==> src/rtl/at_pll_pkg.sv <==
// Shared types, default constants and phase-decode helper for the oversampled
// phase-shift clock generator.
package at_pll_pkg;

    typedef enum logic [1:0] {
        UNLOCKED,
        ACQUIRE,
        LOCKED
    } state_t;

    localparam int DIV      = 16;
    localparam int PH0      = 1;
    localparam int PH1      = 4;
    localparam int PH2      = 6;
    localparam int TOL      = 1;
    localparam int LOCK_CNT = 4;
    localparam int SYNC_LAT = 4;

    // True for the first half of the cycle that starts `offset` steps after phase 0.
    function automatic logic phaseHigh(input int phase, input int offset, input int div);
        int d;
        d = phase - offset;
        if (d < 0) begin
            d = d + div;
        end
        return (d < div / 2);
    endfunction

endpackage

==> src/rtl/at_pll_sync_edge.sv <==
// Two-flop synchronizer for the reference clock followed by a rising-edge
// detector producing a single-cycle pulse in the BCLK domain.
module at_pll_sync_edge (
    input  logic BCLK,
    input  logic rst,
    input  logic i_async,
    output logic o_edge
);

    logic r_meta;
    logic r_sync;
    logic r_prev;

    always_ff @(posedge BCLK or posedge rst) begin
        if (rst) begin
            r_meta <= 1'b0;
            r_sync <= 1'b0;
            r_prev <= 1'b0;
        end else begin
            r_meta <= i_async;
            r_sync <= r_meta;
            r_prev <= r_sync;
        end
    end

    assign o_edge = r_sync & ~r_prev;

endmodule

==> src/rtl/at_pll.sv <==
// Digitally oversampled phase-shift clock generator: measures the reference
// period, locks after a run of stable periods and regenerates shifted copies.
module at_pll #(
    parameter int DIV      = at_pll_pkg::DIV,
    parameter int PH0      = at_pll_pkg::PH0,
    parameter int PH1      = at_pll_pkg::PH1,
    parameter int PH2      = at_pll_pkg::PH2,
    parameter int TOL      = at_pll_pkg::TOL,
    parameter int LOCK_CNT = at_pll_pkg::LOCK_CNT,
    parameter int SYNC_LAT = at_pll_pkg::SYNC_LAT
) (
    input  logic BCLK,
    input  logic rst,
    input  logic inclk0,
    output logic c0,
    output logic c1,
    output logic c2,
    output logic locked
);

    import at_pll_pkg::state_t;
    import at_pll_pkg::UNLOCKED;
    import at_pll_pkg::ACQUIRE;
    import at_pll_pkg::LOCKED;
    import at_pll_pkg::phaseHigh;

    localparam int PW = $clog2(DIV);
    localparam int CW = $clog2(2 * DIV) + 1;
    localparam int GW = $clog2(LOCK_CNT + 1);

    localparam logic [CW-1:0] PER_MAX   = CW'(2 * DIV);
    localparam logic [CW-1:0] GOOD_MIN  = CW'(DIV - TOL);
    localparam logic [CW-1:0] GOOD_MAX  = CW'(DIV + TOL);
    localparam logic [PW-1:0] PH_LOAD   = PW'(SYNC_LAT % DIV);
    localparam logic [PW-1:0] PH_LAST   = PW'(DIV - 1);
    localparam logic [GW-1:0] GOOD_LAST = GW'(LOCK_CNT - 1);

    logic          w_edge;
    logic          w_good;
    logic          w_timeout;
    logic          w_isLocked;
    logic          w_c0;
    logic          w_c1;
    logic          w_c2;
    logic [CW-1:0] r_period;
    logic [PW-1:0] r_phase;
    logic [GW-1:0] r_good;
    state_t        r_state;

    at_pll_sync_edge u_syncEdge (
        .BCLK    (BCLK),
        .rst     (rst),
        .i_async (inclk0),
        .o_edge  (w_edge)
    );

    // A simultaneous edge wins over timeout so that the saturated period is judged.
    always_comb begin
        w_good     = (r_period >= GOOD_MIN) && (r_period <= GOOD_MAX);
        w_timeout  = (r_period == PER_MAX) && !w_edge;
        w_isLocked = (r_state == LOCKED);
        w_c0       = w_isLocked && phaseHigh(int'(r_phase), PH0, DIV);
        w_c1       = w_isLocked && phaseHigh(int'(r_phase), PH1, DIV);
        w_c2       = w_isLocked && phaseHigh(int'(r_phase), PH2, DIV);
    end

    always_ff @(posedge BCLK or posedge rst) begin
        if (rst) begin
            r_period <= '0;
        end else if (w_edge) begin
            r_period <= CW'(1);
        end else if (r_period != PER_MAX) begin
            r_period <= r_period + 1'b1;
        end
    end

    always_ff @(posedge BCLK or posedge rst) begin
        if (rst) begin
            r_state <= UNLOCKED;
            r_good  <= '0;
        end else if (w_edge || w_timeout) begin
            case (r_state)
                UNLOCKED: begin
                    if (w_edge) begin
                        r_state <= ACQUIRE;
                        r_good  <= '0;
                    end
                end
                ACQUIRE: begin
                    if (!w_edge) begin
                        r_state <= UNLOCKED;
                        r_good  <= '0;
                    end else if (!w_good) begin
                        r_good <= '0;
                    end else if (r_good == GOOD_LAST) begin
                        r_state <= LOCKED;
                        r_good  <= '0;
                    end else begin
                        r_good <= r_good + 1'b1;
                    end
                end
                LOCKED: begin
                    if (!w_edge || !w_good) begin
                        r_state <= UNLOCKED;
                        r_good  <= '0;
                    end
                end
                default: begin
                    r_state <= UNLOCKED;
                    r_good  <= '0;
                end
            endcase
        end
    end

    // Reloading with the pipeline latency keeps phase 0 on the true reference edge.
    always_ff @(posedge BCLK or posedge rst) begin
        if (rst) begin
            r_phase <= '0;
        end else if (w_edge) begin
            r_phase <= PH_LOAD;
        end else if (r_phase == PH_LAST) begin
            r_phase <= '0;
        end else begin
            r_phase <= r_phase + 1'b1;
        end
    end

    always_ff @(posedge BCLK or posedge rst) begin
        if (rst) begin
            c0     <= 1'b0;
            c1     <= 1'b0;
            c2     <= 1'b0;
            locked <= 1'b0;
        end else begin
            c0     <= w_c0;
            c1     <= w_c1;
            c2     <= w_c2;
            locked <= w_isLocked;
        end
    end

endmodule

==> config.mk <==
export PLATFORM = sky130hd
export DESIGN_NAME = at_pll
export DESIGN_NICKNAME = d
export VERILOG_FILES = /design/src/rtl/at_pll_pkg.sv /design/src/rtl/at_pll_sync_edge.sv /design/src/rtl/at_pll.sv
export SDC_FILE = /design/constraint.sdc
export NUM_CORES = 1
export LEC_CHECK = 0
export ABC_CLOCK_PERIOD_IN_PS = 2300
export CAP_MARGIN = 20
export CORE_MARGIN = 2
export CORE_UTILIZATION = 34
export DETAILED_ROUTE_END_ITERATION = 7
export GPL_ROUTABILITY_DRIVEN = 0
export PLACE_DENSITY = 0.62
export SYNTH_ARGS = -nofsm -noshare
export SYNTH_HDL_FRONTEND = slang
export SYNTH_SLANG_ARGS = --single-unit
==> constraint.sdc <==
create_clock -name BCLK -period 2.3 [get_ports BCLK]
set_input_delay 0.46 -clock BCLK [delete_from_list [all_inputs] [get_ports BCLK]]
set_output_delay 0.46 -clock BCLK [all_outputs]
set_load 0.01 [all_outputs]
# [After elaboration in Yosys (flattened, before gate mapping)]
# Index checks and enable logic that the tools add are counted.
[classes] bitwise_logic=2 n_eq_ne=10 muxes=19 order_cmp=8 reduce_logical=13 n_addsub=9
[op_table] op="32-bit by 5-bit less-than comparator with 1-bit output, second input constant" count=3
[op_table] op="32-bit 2-to-1 mux" count=3
[op_table] op="5-bit by 6-bit adder with 7-bit output, second input constant" count=3
[op_table] op="5-bit by 1-bit less-than comparator with 1-bit output, second input constant" count=3
[op_table] op="3-bit 2-to-1 mux" count=5
[op_table] op="6-bit 2-to-1 mux" count=2
[op_table] op="2-bit 2-to-1 mux" count=5
[op_table] op="4-bit by 3-bit subtractor with 5-bit output, second input constant" count=2
[op_table] op="3-bit case mux with 3 select lines" count=1
[op_table] op="4-bit 2-to-1 mux" count=2
[op_table] op="6-bit by 1-bit adder with 6-bit output, second input constant" count=1
[op_table] op="6-bit equality test, second input constant" count=1
[op_table] op="6-bit by 4-bit >= comparator with 1-bit output, second input constant" count=1
[op_table] op="6-bit by 5-bit <= comparator with 1-bit output, second input constant" count=1
[op_table] op="3-bit != test, second input constant" count=2
[op_table] op="6-bit != test, second input constant" count=1
[op_table] op="2-bit case mux with 3 select lines" count=1
[op_table] op="1-bit logical AND" count=5
[op_table] op="5-bit AND reduction" count=1
[op_table] op="4-bit by 1-bit subtractor with 5-bit output, second input constant" count=1
[op_table] op="4-bit by 1-bit adder with 4-bit output, second input constant" count=1
[op_table] op="4-bit equality test, second input constant" count=1
[op_table] op="3-bit by 1-bit adder with 3-bit output, second input constant" count=1
[op_table] op="3-bit by 2-bit equality test with 1-bit output, second input constant" count=1
[op_table] op="11 further kinds" count=13
[word_totals] regBits=22 inputBits=3 output_inout_bits=4 elab_cells=72

# [Depth between registers and ports, before layout]
[logic_depth] word_depth=6 depth_mapped=7 ltp_nobuf=6

# [By module]
# A second synthesis with hierarchy kept.
[unflattened] cells_unflattened=94 hier_area_um2=1044.8
[by_module_without_submodules] mod="at_pll" cells_per_inst=89 seq_area_each_um2=475.5 n_inst=1 area_each_um2=952.2
[by_module_without_submodules] mod="at_pll_sync_edge" cells_per_inst=5 seq_area_each_um2=75.1 n_inst=1 area_each_um2=92.6

# [Least setup slack after synthesis]
# No wires, ideal clock.
[synth_path] kind="register to register" startpoint="register r_period[0]" endpoint="register r_state[1]" period_less_slack_ps=1665 arrival_time_ps=1544 setup_slack_ps=635 t_required_ps=2179 path_stages_with_launch=8 path_buffers=1 setup_ps=121 path_cell_list="dfrtp_1 inv_1 ha_1 nand2_1 or3_1 buf_6 a22o_1 a22o_1"
[synth_via] elab_chain_cells=6 word_cells_on_any_way=11 cone_classes="2 x order compare; 3 x eq/ne; 6 x reduce/logical"
[synth_lines] element="from (decl)" line_no="at_pll.sv:45" rtl="logic [CW-1:0] r_period;"
[synth_lines] element="from (signal assigned)" line_no="at_pll.sv:73" rtl="r_period <= r_period + 1'b1;"
[synth_lines] element="6-bit by 4-bit >= comparator with 1-bit output or 6-bit by 5-bit <= comparator with 1-bit output (tied branches)" line_no="at_pll.sv:59" rtl="w_good = (r_period >= GOOD_MIN) && (r_period <= GOOD_MAX);"
[synth_lines] element="1-bit logical AND" line_no="at_pll.sv:59"
[synth_lines] element="1-bit logical NOT" line_no="at_pll.sv:103" rtl="if (!w_edge || !w_good) begin"
[synth_lines] element="1-bit logical OR" line_no="at_pll.sv:103"
[synth_lines] element="2-bit by 1-bit != test with 1-bit output (no line)"
[synth_lines] element="5-bit AND reduction (no line) *"
[synth_lines] element="to (signal assigned)" line_no="at_pll.sv:96" rtl="r_state <= LOCKED;"
[synth_lines] element="to (signal assigned)" line_no="at_pll.sv:104" rtl="r_state <= UNLOCKED;"
[synth_lines] element="to (signal assigned)" line_no="at_pll.sv:109" rtl="r_state <= UNLOCKED;"
[synth_lines] element="to (decl)" line_no="at_pll.sv:48" rtl="state_t r_state;"
# Mark *: on every way between the ends. The rest lies on a longest branch, timed or not.
# A chain may end at the register's enable or synchronous reset.

# [Worst setup path after layout]
# Ends and elaborated chain as after synthesis.

==> results.toml <==
[run_status]
result_of_the_run = "finished clean"

[timing]
tightest_slew_ps = 391
layout_worst_path_cycle_share_pct = 76.8
relSlewSlack_pct = 73.9
fin_worst_skew_ps = 6.37
timing_max_transition_violations_final = 0
rsz0062_at_grt = "false"
fmax_ghz = 0.566
timing_hold_violations_final = 0
hold-worst-slack_ps = 361
finalSetupViolCount = 0
period_minus_slack_ps = 1770
setup_slack_ps = 533
setup-tns-final_ps = 0

[detailed_routing]
detailed_router_iteration_count_before_antenna_repair = 4
drc_errors = 0
via_per_inst = 4.92
vias = 669
postRouteAntennaNets = 0
initialDrtViolationCount = 21
detail_route.wl_per_cell_um = 11.7
totalWireLength_um = 1590

[cells_and_area]
finished_cell_area_um2 = 1200
finish.cell_count_without_fillers = 136
synthToLayoutAreaGrowth_pct = 14.3
drive_gt1_share_pct = 9.71
fillerInstances = 297
n_antenna_cell = 0
postLayoutCoreUtil_pct = 40.0
finalNetCount = 114

[critical_path]
crit_path_max_fanout = 5
crit_path_max_incr_delay_ps = 450
worst-r2r-cell-count = 6
timing.critical_path.mode_cell = "sky130_fd_sc_hd__a22o_1"
timing.critical_path.to_type = "flip-flop"
timing.critical_path.arrival_ps = 1980
start_kind = "flip-flop"
crit_type = "reg -> reg"
ff2ff_setup_slack_ps = 530
reg2reg_to = "r_state[1]"
critical_path.reg2reg.startpoint = "r_period[0]"
cp_cell_sequence = "inv_1 > ha_1 > nand2_1 > or3_1 > a22o_1 > a22o_1"
cpMaxStageDelayCell = "sky130_fd_sc_hd__dfrtp_1"
cp_data_required_time_ps = 2510

[hold_path]
hold_path.class = "reg -> reg"
whs_endpoint = "u_syncEdge.r_sync"
holdCritStartpoint = "u_syncEdge.r_meta"
whs_path_cells = 0

[clock_tree]
post_cts_setup_buffer_count = 0
worstSkewPairLatency_ps = 310
clk_pin_slew_worst_paths_ps = 120
post_cts_resize_count = 0
clock-root-buffer = "sky130_fd_sc_hd__clkbuf_4"
cts_tree = "done"
cts_buffers = 3
ctsLongestPathBuffers = 2
postCtsHoldBufs = 0
cts-htree-levels = 1
cts.sinks = 22

[global_route]
grt_start_max_net_pins = 23
globalRouteOverflowTotal = 0
number_of_global_route_vias_before_repair = 640
grt.total_usage_pct = 10.6
grt_first_pass_wirelength_um = 2760
antenna_found_initial = 0

[yosys]
synth_largest_area_cell = "sky130_fd_sc_hd__dfrtp_1"
most_frequently_used_cell_type_in_the_post_synthesis_netlist = "sky130_fd_sc_hd__dfrtp_1"
synth_top_cell_area_share_pct = 52.4
netlist-cell-type-count = 31
yosys_register_bits = 22
ys.flop_type = "sky130_fd_sc_hd__dfrtp_1"
synthTopCellsByArea = "sky130_fd_sc_hd__dfrtp_1 52%, sky130_fd_sc_hd__ha_1 8.3%, sky130_fd_sc_hd__nor2_1 4.3%, sky130_fd_sc_hd__xor2_1 4.2%, sky130_fd_sc_hd__a22o_1 3.3%"
synthesis.instances = 94
netlist_area_um2 = 1050
async_reset_ff_share_pct = 100
yosysWarningCount = 0
count_of_flip_flops_with_a_built_in_enable_after_synthesis = 0
postSynthNetCount = 104
post_synth_most_frequent_cells = "22 x sky130_fd_sc_hd__dfrtp_1, 12 x sky130_fd_sc_hd__nor2_1, 7 x sky130_fd_sc_hd__ha_1"
syn_area_per_cell_um2 = 11.2
synth-seq-area-share_pct = 52.4

[power_and_ir_drop]
p_leak_nw = 0.583
cellPowerDensity_nw_per_um2 = 860
vdd_drop_max_mv = 0.328
report.power.total_mw = 1.03

[floorplanning]
fp.dieArea_um2 = 3550
initial_utilization_pct = 35.0
floorplan.die.width_um = 59.6
rows = 20
io_pins = 7
core_area_um2 = 3000
die-height_um = 59.6

[placement]
place.detailed.hpwl_um = 1160
worst_slack_at_placement_ps = 543
numPortBuffers = 6
dpl-instance-area_um2 = 1150
post-place-cells = 132

[flow_run]
max_cap_violations = 0
[state kept, by name (all words and copies together), names as in the netlist]
name / cells
c0: 1
c1: 1
c2: 1
locked: 1
r_good: 3
r_period: 6
r_phase: 4
r_state: 2
u_syncEdge.r_meta: 1
u_syncEdge.r_prev: 1
u_syncEdge.r_sync: 1
[cell type report]
cell class / instances / area [um^2] / share of cell area, %
Inverter: 5 / 18.8 / 1.56
Clock inverter: 1 / 30.0 / 2.50
Multi-Input combinational cell: 64 / 462 / 38.5
Sequential cell: 22 / 551 / 45.9
Clock buffer: 3 / 22.5 / 1.88
Tap cell: 33 / 41.3 / 3.44
Timing Repair Buffer: 8 / 75.1 / 6.26
[cell usage in the layout (no fill, tap or decap), types with 3 or more instances in the layout]
master | netlist | final
sky130_fd_sc_hd__ha_1 | 7 | 7
sky130_fd_sc_hd__nand2_1 | 5 | 5
sky130_fd_sc_hd__a22o_1 | 4 | 4
sky130_fd_sc_hd__xor2_1 | 5 | 5
sky130_fd_sc_hd__clkdlybuf4s50_1 | 0 | 6
sky130_fd_sc_hd__nor2b_1 | 3 | 3
sky130_fd_sc_hd__nand3_1 | 3 | 3
sky130_fd_sc_hd__nor2_1 | 12 | 12
sky130_fd_sc_hd__inv_1 | 5 | 5
sky130_fd_sc_hd__dfrtp_1 | 22 | 22
sky130_fd_sc_hd__clkbuf_4 | 0 | 3
[power by group]
part / switching [mW] / total (mW) / internal, mW
combinational: 0.107 / 0.220 / 0.114
sequential: 0.0750 / 0.523 / 0.447
clock: 0.113 / 0.290 / 0.176
[worst max-delay path, delay by kind of cell, from the launching register on]
family                     cells  cell delay (ps)
AOI/OAI and AO/OA              2              500
adders and majority gates      1              140
buffers and inverters          1              100
DFF                            1              450
and+or+nand+nor                2              480
[kinds of logic (layout without fill, tap and decap cells)]
logic type | Yosys count | count (layout) | synth area share (%)
AND/OR/NAND/NOR | 36 | 36 | 18.0
flip-flops | 22 | 22 | 52.4
adder cells (fa/ha/maj) | 7 | 7 | 8.34
AO/OA/AOI/OAI | 13 | 13 | 10.8
multiplexers | 1 | 1 | 0.954
buffers and inverters | 8 | 17 | 3.58
XOR/XNOR | 7 | 7 | 5.84
[layer usage]
layer / part of all wire, % / global-route usage (%)
met3: 3.3 / 4.59
met1: 49 / 13.5
met5: 0 / 0
met2: 47 / 16.0
met4: 0 / 3.81
[worst max path at each step]
stage                 from         end  slack (ps)  cells after the start
5_1_grt        r_period[1]  r_state[1]         450                      6
4_1_cts        r_period[0]  r_state[1]         530                      6
2_1_floorplan  r_period[0]  r_state[1]         640                      7
3_5_place_dp   r_period[0]  r_state[1]         540                      6
6_report       r_period[0]  r_state[1]         530                      6
3_3_place_gp   r_period[0]  r_state[1]         580                      6
Power figures use the tool's default switching activity.
